<file path="config.mk">
export PLATFORM = sky130hd
export DESIGN_NAME = seq_mult_8
export DESIGN_NICKNAME = d
export VERILOG_FILES = /design/src/rtl/seq_mult_8.sv
export SDC_FILE = /design/constraint.sdc
export NUM_CORES = 1
export LEC_CHECK = 0
export ABC_AREA = 1
export ABC_CLOCK_PERIOD_IN_PS = 3000
export CAP_MARGIN = 5
export CORE_ASPECT_RATIO = 0.75
export CORE_UTILIZATION = 54
export DETAILED_ROUTE_END_ITERATION = 8
export PLACE_DENSITY = 0.89
export SYNTH_ARGS = -nofsm -noshare
export SYNTH_HDL_FRONTEND = slang
export SYNTH_SLANG_ARGS = --single-unit
</file>
<file path="constraint.sdc">
create_clock -name clk -period 3 [get_ports clk]
set_input_delay 0.75 -clock clk [delete_from_list [all_inputs] [get_ports clk]]
set_output_delay 0.75 -clock clk [all_outputs]
set_load 0.05 [all_outputs]
</file>
<file path="src/rtl/seq_mult_8.sv">
// Sequential unsigned shift-add multiplier: W-bit x W-bit -> 2W-bit product.
// One partial-product add and one right shift per clock; W iterations per
// multiply. The product register only updates on completion or reset, so the
// downstream result mux never sees a partial value.
module seq_mult_8 #(
    parameter int unsigned W = 8
) (
    input  logic           clk,
    input  logic           rst,
    input  logic           start,
    input  logic [W-1:0]   a,
    input  logic [W-1:0]   b,
    output logic           busy,
    output logic           done,
    output logic [2*W-1:0] product
);

    localparam int unsigned CntW = (W > 1) ? $clog2(W) : 1;
    localparam logic [CntW-1:0] LastCnt = CntW'(W - 1);

    typedef enum logic [1:0] {
        StIdle,
        StRun,
        StDone
    } state_e;

    state_e          state_q, state_d;
    logic [W-1:0]    mcand_q, mcand_d;
    logic [2*W-1:0]  acc_q, acc_d;
    logic [CntW-1:0] count_q, count_d;
    logic [2*W-1:0]  product_q, product_d;

    logic [W-1:0]    addend;
    logic [W:0]      sum;
    logic [2*W-1:0]  shifted;

    // One iteration of the datapath: conditional add into the upper half with the
    // carry kept, then shift right so the carry lands in the MSB.
    always_comb begin
        addend  = acc_q[0] ? mcand_q : '0;
        sum     = {1'b0, acc_q[2*W-1:W]} + {1'b0, addend};
        shifted = {sum, acc_q[W-1:1]};
    end

    // Next-state logic: accept start only in idle, iterate in run, pulse done.
    always_comb begin
        state_d   = state_q;
        mcand_d   = mcand_q;
        acc_d     = acc_q;
        count_d   = count_q;
        product_d = product_q;

        unique case (state_q)
            StIdle: begin
                if (start) begin
                    mcand_d = a;
                    acc_d   = {{W{1'b0}}, b};
                    count_d = '0;
                    state_d = StRun;
                end
            end
            StRun: begin
                acc_d   = shifted;
                count_d = count_q + 1'b1;
                if (count_q == LastCnt) begin
                    product_d = shifted;
                    state_d   = StDone;
                end
            end
            StDone: begin
                state_d = StIdle;
            end
            default: begin
                state_d = StIdle;
            end
        endcase
    end

    // State registers with synchronous active-high reset; reset aborts any operation.
    always_ff @(posedge clk) begin
        if (rst) begin
            state_q   <= StIdle;
            mcand_q   <= '0;
            acc_q     <= '0;
            count_q   <= '0;
            product_q <= '0;
        end else begin
            state_q   <= state_d;
            mcand_q   <= mcand_d;
            acc_q     <= acc_d;
            count_q   <= count_d;
            product_q <= product_d;
        end
    end

    // Outputs decode straight from registered state, so no input-to-output path.
    always_comb begin
        busy    = (state_q == StRun);
        done    = (state_q == StDone);
        product = product_q;
    end

endmodule

</file>
Yosys cells after proc, flatten, opt, wreduce, memory -nomap -nowiden. Index checks and enable logic that the tools add are counted.

Register bits after elaboration: 45. Bits of input ports: 19. Output and inout bits: 18. Word-level logic and storage cells: 26.

Add/subtract/negate cells: 2. Equality and inequality tests: 5. Multiplexer cells: 8. Reduce and logical (&&, ||, !) cells: 6.

Operators by type and width (count): $pmux W16 S2 (1); $mux W16 (1); $add A8 B8 Y9 (1); $mux W8 (1); $reduce_and A2 Y1 (4); $pmux W3 S2 (1); $mux W2 (2); $pmux W2 S2 (1); $add A3 B1 Y3 const B (1); $eq A3 B3 Y1 const B (1); $mux W3 (1); $eq A2 B1 Y1 const B (1); $eq A2 B2 Y1 const B (1); $logic_not A2 Y1 (1); $ne A2 B1 Y1 const B (1); $ne A2 B2 Y1 const B (1); $reduce_bool A2 Y1 (1).

Depth between registers and ports, before layout. Gate-level depths: netlist of run 1.

Word-level depth: 3. Depth in mapped cells: 14. Mapped depth without buffers: 13.

Worst setup path before layout of run 1. OpenSTA, ideal clock, no wires.

Kind: flip-flop to flip-flop. Start: register acc_q[0]. End: register product_q[15] (netlist: product[15]). Library setup time: 0.114 ns. Arrival: 1.648 ns. Data required time: 2.886 ns. Path slack: 1.238 ns. Cell stages (with the launch flop): 14. Buffers on the path: 1. Clock period less this slack: 1.762 ns. Cell sequence: dfxtp_1 -> clkbuf_1 -> nand2_1 -> inv_1 -> ha_1 -> fa_1 -> nand2_1 -> nand2_1 -> nand3_1 -> nand2_1 -> nand2_1 -> nand2_1 -> o21bai_1 -> inv_1.

Word-level cells in the longest chain between the ends: 2.

RTL lines: from (decl) (RTL line 29) `logic [2*W-1:0] acc_q, acc_d;`; from (signal assigned) (RTL line 84) `acc_q <= '0;`; from (signal assigned) (RTL line 90) `acc_q <= acc_d;`; $mux W8 (RTL line 40) `addend = acc_q[0] ? mcand_q : '0;`; $add A8 B8 Y9 (RTL line 41) `sum = {1'b0, acc_q[2*W-1:W]} + {1'b0, addend};`; to (signal assigned) (RTL line 92) `product_q <= product_d;`; to (decl) (RTL line 31) `logic [2*W-1:0] product_q, product_d;`.

No other way between the ends. A chain may end at the register's enable or synchronous reset.

Worst setup path in the final report of run 1.
Start: register state_q[0]. End: output busy.

Word-level cells in the longest chain between the ends: 1.

RTL lines: from (decl) (RTL line 27) `state_e state_q, state_d;`; from (signal assigned) (RTL line 82) `state_q <= StIdle;`; from (signal assigned) (RTL line 88) `state_q <= state_d;`; $eq A2 B1 Y1 (RTL line 98) `busy = (state_q == StRun);`; to (decl) (RTL line 13) `output logic busy,`.

No other way between the ends.

==> parameters.txt, run 1 <==
Parameter                              Value

Clock network
  H-tree levels ... 2
  Clk slew on worst S/H paths ... 0.09 ns
  Number of clock buffers inserted by TritonCTS ... 5
  CTS sink cnt ... 45
  Cells resized by post-CTS repair ... 0
  CTS root buffer ... sky130_fd_sc_hd__clkbuf_8
  Count of buffers added by post-CTS timing repair for setup ... 0
  Worst-case clock buffer depth ... 2
  Clock tree from TritonCTS ... built
  Insertion delay of the later-clocked pin in the worst-skew pair ... 0.31 ns
  Hold-fix buffer count after cts ... 0

Global route
  Antenna violations before repair ... 0
  Total Routing Usage GR ... 23.2%
  Wire length of the first global-routing pass ... a little under 8 mm
  Pin count of the biggest net entering global routing ... 34
  Final global-route overflow total ... 0
  Number of global-route vias before repair ... 1779

Yosys
  Combinational family with the most area after synthesis ... simple AND/OR/NAND/NOR gates
  Nets in the synthesized netlist ... 322
  Sequential fraction of the synthesis area ... between 40% and 50%
  Synthesized-area fraction occupied by xor and xnor cells ... 0.781%
  Fraction of the mapped netlist area in adder cells ... under 10%
  Fraction of the mapped netlist area in compound gates ... 18.3%
  Number of standard cells after synthesis ... between 200 and 300
  Unique masters post-synth ... 29
  Yosys warning total ... 0
  Average size of a mapped cell ... around 7.7 um2
  FF+latch count, synth ... 45
  Post-synthesis share of cell area spent on and, or, nand and nor gates ... between 20% and 30%
  Multiplexer share of the synthesized area ... 0%
  Netlist Area Pre-Place ... 0.00224 mm2

Pwr
  Leakage ... approximately 1.2 nW
  Worst supply voltage drop on vdd ... around 0.40 mV
  P per Cell Area ... around 440 mW/mm2
  Final Power ... 1.19 mW

STA
  Maximum clock rate ... roughly 360 MHz
  Post-Route Skew ... between 0.01 and 0.015 ns
  Worst Hold Margin ... between 0.4 and 0.5 ns
  Hold violation total from the final report ... 0
  Setup repair after global routing missed its margin ... no
  Max transition margin ... about two thirds
  Period utilization ... 91.7%
  Final max-slew violation count ... 0
  Slew of the pin with the lowest slew margin ... about 0.5 ns
  Setup TNS after final layout ... 0 ns
  Final setup violation count ... 0
  Post-layout minimum cycle time ... about 2.7 ns

Setup path
  WP buf/inv ... 2
  Crit path cell chain ... nand2_2 > inv_4 > clkdlybuf4s50_1
  Stage delay of the slowest cell on the critical path ... 0.84 ns
  Crit-path leading delay family ... buffers and inverters
  Kind of start point of the critical path ... flop
  Arrival time at the worst endpoint ... 2.00 ns
  Top fanout value on the critical path ... 17
  Type of the worst setup path ... flop to output pin
  Register-to-register path setup slack ... 1.09 ns
  Crit path max-delay cell type ... sky130_fd_sc_hd__clkdlybuf4s50_1
  Required @ worst endpoint ... approximately 2.3 ns
  Kind of end point of the critical path ... output pin

Hold path
  Kind of path behind the tightest hold check ... flop to flop

Finish
  Area Overhead vs Synth ... 20.7%
  Count of inserted antenna diode cells ... 0
  Fraction of final layout cells with drive strength greater than 1 ... between 15 and 20%
  Final Net Count ... approximately 360

Job
  # Max-Cap Violations ... 0

Floorplan
  Starting utilization of the core area ... between 50 and 60%
  Chip width ... about 76 um
  Overall die area ... 0.00442 mm2
  Io pins ... 37
  Core area ... roughly 0.0038 mm2
  Count of standard-cell rows ... 19
  Die Ht ... ~58 um

Routing
  Number of violations reported at the end of detailed-routing iteration 0 ... 100
  Routed Antenna Nets ... 0
  Detailed-route via count ... around 1900
  Total wire length after detailed routing ... around 4.6 mm
  Number of iterations in the first detailed-routing pass ... 4
  Number of vias per cell ... 5.07
  Residual DRC ... 0
  Final routed wire length divided by cell count ... around 12 um

Placed design
  Final RePlAce weighted congestion ... about 0.87
  DPL Wire Length ... between 3 and 4 mm
  Port Buf Inserts ... 36

Status
  Status ... finished clean
==> report_power, final <==
group | leakage [nW] | switching [mW] | internal [mW] | total (mW)
registers | 0.367 | 0.0144 | 0.622 | 0.636
logic | 0.825 | 0.0974 | 0.0586 | 0.156
clock network | 0.0512 | 0.214 | 0.187 | 0.401
==> area by class of cell <==
cell class / count / area [um2]
clock buffers: 6 / 82.6
clock inverters: 2 / 13.8
fillers: 320 / 1090
inverters: 40 / 158
multi-input cells: 197 / 1120
flip-flops and latches: 45 / 901
well taps: 52 / 65.1
repair buffers: 37 / 368
==> worst min-delay path, stage by stage (launching register included) <==
cell and delay [ns]:
sky130_fd_sc_hd__dfxtp_1 0.32, sky130_fd_sc_hd__nand2_1 0.06, sky130_fd_sc_hd__a21oi_1 0.05
==> stage by stage <==
stage	area (um2)	instances	util, %	worst slack (ns)
after floorplan	2240	292	-	1.24
after CTS	2710	379	71.2	0.260
final	2710	379	71.2	0.250
after detailed placement	2610	371	68.7	0.621
after global routing	2710	379	71.2	0.166
after global placement	2610	371	68.7	0.638
==> cells in the mapped netlist <==
master	n	area share, %
sky130_fd_sc_hd__xor2_1	1	0.39
sky130_fd_sc_hd__o21ai_1	4	0.89
sky130_fd_sc_hd__inv_2	2	0.33
sky130_fd_sc_hd__nand3b_1	2	0.67
sky130_fd_sc_hd__inv_4	3	0.84
sky130_fd_sc_hd__o21a_1	5	1.7
sky130_fd_sc_hd__fa_1	1	0.89
sky130_fd_sc_hd__o21bai_1	1	0.33
sky130_fd_sc_hd__nor2_8	1	0.89
sky130_fd_sc_hd__buf_8	1	0.67
sky130_fd_sc_hd__xnor2_1	1	0.39
sky130_fd_sc_hd__nand3_1	20	4.5
sky130_fd_sc_hd__or2_2	1	0.28
sky130_fd_sc_hd__a21oi_2	13	5.1
sky130_fd_sc_hd__nand2_4	1	0.50
sky130_fd_sc_hd__o21ai_2	8	3.1
sky130_fd_sc_hd__nand2_1	62	10
sky130_fd_sc_hd__nor2_4	1	0.50
sky130_fd_sc_hd__nand2_2	11	3.1
sky130_fd_sc_hd__buf_2	6	1.3
sky130_fd_sc_hd__buf_6	1	0.50
sky130_fd_sc_hd__nor2_1	22	3.7
sky130_fd_sc_hd__a21oi_1	9	2.0
sky130_fd_sc_hd__clkbuf_1	2	0.33
sky130_fd_sc_hd__o21ai_0	22	4.9
sky130_fd_sc_hd__ha_1	10	5.6
sky130_fd_sc_hd__dfxtp_1	45	40
sky130_fd_sc_hd__inv_1	35	5.9
sky130_fd_sc_hd__a31oi_1	1	0.28
==> cell usage in the layout, fill, tap and decap left out <==
cell type                          n
sky130_fd_sc_hd__clkinv_2          1
sky130_fd_sc_hd__o21ai_2           8
sky130_fd_sc_hd__a21oi_2          13
sky130_fd_sc_hd__inv_2             2
sky130_fd_sc_hd__inv_4             3
sky130_fd_sc_hd__clkbuf_8          6
sky130_fd_sc_hd__nand3_1          20
sky130_fd_sc_hd__nand2_4           1
sky130_fd_sc_hd__nor2_4            1
sky130_fd_sc_hd__xnor2_1           1
sky130_fd_sc_hd__o21a_1            5
sky130_fd_sc_hd__o21ai_1           4
sky130_fd_sc_hd__nand2_2          11
sky130_fd_sc_hd__o21ai_0          22
sky130_fd_sc_hd__nor2_1           22
sky130_fd_sc_hd__clkdlybuf4s50_1  36
sky130_fd_sc_hd__a21oi_1           9
sky130_fd_sc_hd__o21bai_1          1
sky130_fd_sc_hd__clkinv_4          1
sky130_fd_sc_hd__nand2_1          62
sky130_fd_sc_hd__or2_2             1
sky130_fd_sc_hd__inv_1            35
sky130_fd_sc_hd__fa_1              1
sky130_fd_sc_hd__xor2_1            1
sky130_fd_sc_hd__buf_4             1
sky130_fd_sc_hd__nor2_8            1
sky130_fd_sc_hd__dfxtp_1          45
sky130_fd_sc_hd__ha_1             10
sky130_fd_sc_hd__a31oi_1           1
sky130_fd_sc_hd__nand3b_1          2
==> sequential cells by signal, indices dropped and copies added, names as in the netlist <==
| name | cells |
|---|---|
| mcand_q | 8 |
| acc_q | 16 |
| product | 16 |
| count_q | 3 |
| state_q | 2 |
==> routing by layer <==
metal / vias to the layer above / track usage, % / wire length (um)
met3: 8 / 4.25 / 235
met1: 868 / 29.5 / 2240
li1: 999 / - / -
met4: 0 / 10.7 / 93
met2: 47 / 39.0 / 2000
met5: - / 0 / 0
==> kinds of logic (layout without fill, tap and decap cells) <==
family | after synthesis | after routing
buffers and inverters | 50 | 85
AND/OR/NAND/NOR | 121 | 121
adder cells (fa/ha/maj) | 11 | 11
AO/OA/AOI/OAI | 63 | 63
flip-flops | 45 | 45
XOR/XNOR | 2 | 2
==> worst paths after layout <==
| check | cells past startpoint | start | to |
|---|---|---|---|
| setup reg to reg | 12 | acc_q[0] | product[15] |
| hold / removal | 2 | product[9] | product[9] |
| setup / recovery | 3 | state_q[0] | busy |
| hold reg to reg | 2 | product[9] | product[9] |
Power figures use the tool's default switching activity.
==> inputs of run 2 (changes only) <==
- CORE_UTILIZATION: 54 -> 57
- PLACE_DENSITY: 0.89 -> 0.93
==> run 2 against run 1 <==
Setup slack gained 0.029 ns. Die area shrank 5.1%. Via count grew 0.78%. First-iteration DRC count grew 24%. Register-to-register slack lost 0.03 ns. Utilization grew 2.5 points. Critical endpoint unchanged. Highest routed layer unchanged. Wire length grew 2.6%. Count of clock-buffer cells in the layout is the same.
==> parameters.txt, run 2 (synthesized netlist as in run 1, its figures left out) <==
Parameter                              Value

Routing
  Residual DRC ... 0
  Number of vias per cell ... a little over 5
  Number of iterations in the first detailed-routing pass ... 4
  Total wire length after detailed routing ... between 4 and 5 mm
  Final routed wire length divided by cell count ... ~12 um
  Detailed-route via count ... slightly below 2000
  Routed Antenna Nets ... 0
  Number of violations reported at the end of detailed-routing iteration 0 ... ~120

Global route
  Total Routing Usage GR ... between 20% and 30%
  Wire length of the first global-routing pass ... around 8.1 mm
  Number of global-route vias before repair ... about 1800
  Pin count of the biggest net entering global routing ... 34
  Antenna violations before repair ... 0
  Final global-route overflow total ... 0

Hold path
  Hold path start ... product[9]
  Hold Path Cell Cnt ... 2
  Kind of path behind the tightest hold check ... flop to flop

STA
  Post-layout minimum cycle time ... 2.72 ns
  Max transition margin ... roughly 66%
  Post-Route Skew ... between 0.01 and 0.015 ns
  Final setup violation count ... 0
  Setup repair after global routing missed its margin ... no
  Setup TNS after final layout ... 0 ns
  Slew of the pin with the lowest slew margin ... 0.515 ns
  Final max-slew violation count ... 0
  Period utilization ... 90.7%
  Hold violation total from the final report ... 0
  Maximum clock rate ... roughly 370 MHz

Floorplan
  Core area ... around 0.0037 mm2
  Count of standard-cell rows ... 19
  Chip width ... between 70 and 80 um
  Die Ht ... roughly 56 um
  Overall die area ... 0.00419 mm2
  Io pins ... 37
  Starting utilization of the core area ... between 60% and 70%

Setup path
  Top fanout value on the critical path ... 17
  Type of the worst setup path ... flop to output pin
  Kind of end point of the critical path ... output pin
  Beginning of the critical path ... state_q[1]
  Crit path max-delay cell type ... sky130_fd_sc_hd__clkdlybuf4s50_1
  Stage delay of the slowest cell on the critical path ... between 0.8 and 0.9 ns
  Arrival time at the worst endpoint ... approximately 2.0 ns
  Crit-path leading delay family ... buffers and inverters
  Number of cells on the critical path ... 4
  Required @ worst endpoint ... around 2.3 ns
  Kind of start point of the critical path ... flop
  Depth of the worst register-to-register path ... 12
  WP buf/inv ... 3
  Crit Reg-Reg Startpoint ... acc_q[0]
  Crit path cell chain ... inv_1 > nand2_2 > inv_4 > clkdlybuf4s50_1

Finish
  Count of inserted antenna diode cells ... 0
  Commonest cells after routing, fill and taps aside ... 62 x sky130_fd_sc_hd__nand2_1, 45 x sky130_fd_sc_hd__dfxtp_1, 36 x sky130_fd_sc_hd__clkdlybuf4s50_1, 35 x sky130_fd_sc_hd__inv_1
  Fraction of final layout cells with drive strength greater than 1 ... 15.3%
  Final Net Count ... about 360
  Most common cell after layout, fill and taps aside ... sky130_fd_sc_hd__nand2_1
  Area Overhead vs Synth ... 21.8%

Clock network
  Count of buffers added by post-CTS timing repair for setup ... 0
  CTS root buffer ... sky130_fd_sc_hd__clkbuf_8
  Clk slew on worst S/H paths ... 0.09 ns
  Clock tree from TritonCTS ... built
  Worst-case clock buffer depth ... 2
  Cells resized by post-CTS repair ... 0
  Number of clock buffers inserted by TritonCTS ... 5
  H-tree levels ... 2
  Insertion delay of the later-clocked pin in the worst-skew pair ... roughly 0.30 ns
  CTS sink cnt ... 45
  Hold-fix buffer count after cts ... 0

Placed design
  Port Buf Inserts ... 36
  DPL Wire Length ... 3.31 mm
  Final RePlAce weighted congestion ... ~0.89

Pwr
  Final Power ... between 1 and 1.5 mW
  P per Cell Area ... between 400 and 500 mW/mm2
  Leakage ... 1.25 nW
  Worst supply voltage drop on vdd ... roughly 0.37 mV

Status
  Status ... finished clean

Job
  # Max-Cap Violations ... 0
## run 2: worst paths after layout
check / to / slack [ns]
setup / recovery: busy / 0.28
hold / removal: product[9] / 0.48
setup reg to reg: product[15] / 1.06
hold reg to reg: product[9] / 0.48
## run 2: cell type report
type                       count  area [um2]
clock buffer                   6        82.6
clock inverter                 2        37.5
fill                         303         976
inverter                      40         158
multi-input combinational    197        1120
sequential                    45         901
tap                           52        65.1
timing repair buffer          37         368
## run 2: where the power goes
group	internal (mW)	total (mW)	switching, mW
registers	0.622	0.636	0.0145
logic	0.0586	0.156	0.0973
clock network	0.271	0.475	0.204
## run 2: routing by layer
| layer | GRT usage, % | share of wire (%) | up-vias |
|---|---|---|---|
| li1 | - | - | 1001 |
| met1 | 35.8 | 49 | 882 |
| met2 | 40.3 | 46 | 44 |
| met3 | 4.31 | 3.3 | 10 |
| met4 | 9.70 | 1.7 | 0 |
| met5 | 0 | 0 | - |
## run 2: per-stage QoR
step / std cells / setup slack (ns) / hold WS, ns / cell area (um2) / util, %
floorplan: 292 / 1.24 / 0.432 / 2240 / -
global placement: 371 / 0.641 / 0.451 / 2610 / 70.4
detailed placement: 371 / 0.614 / 0.470 / 2610 / 70.4
CTS: 379 / 0.282 / 0.480 / 2730 / 73.7
global route: 379 / 0.191 / 0.490 / 2730 / 73.7
finish: 379 / 0.279 / 0.478 / 2730 / 73.7
## run 2: worst min-delay path: cells and delay by family (launching register included)
family | cells | cell delay (ns)
flip-flops | 1 | 0.32
AO/OA/AOI/OAI | 1 | 0.06
AND/OR/NAND/NOR | 1 | 0.06
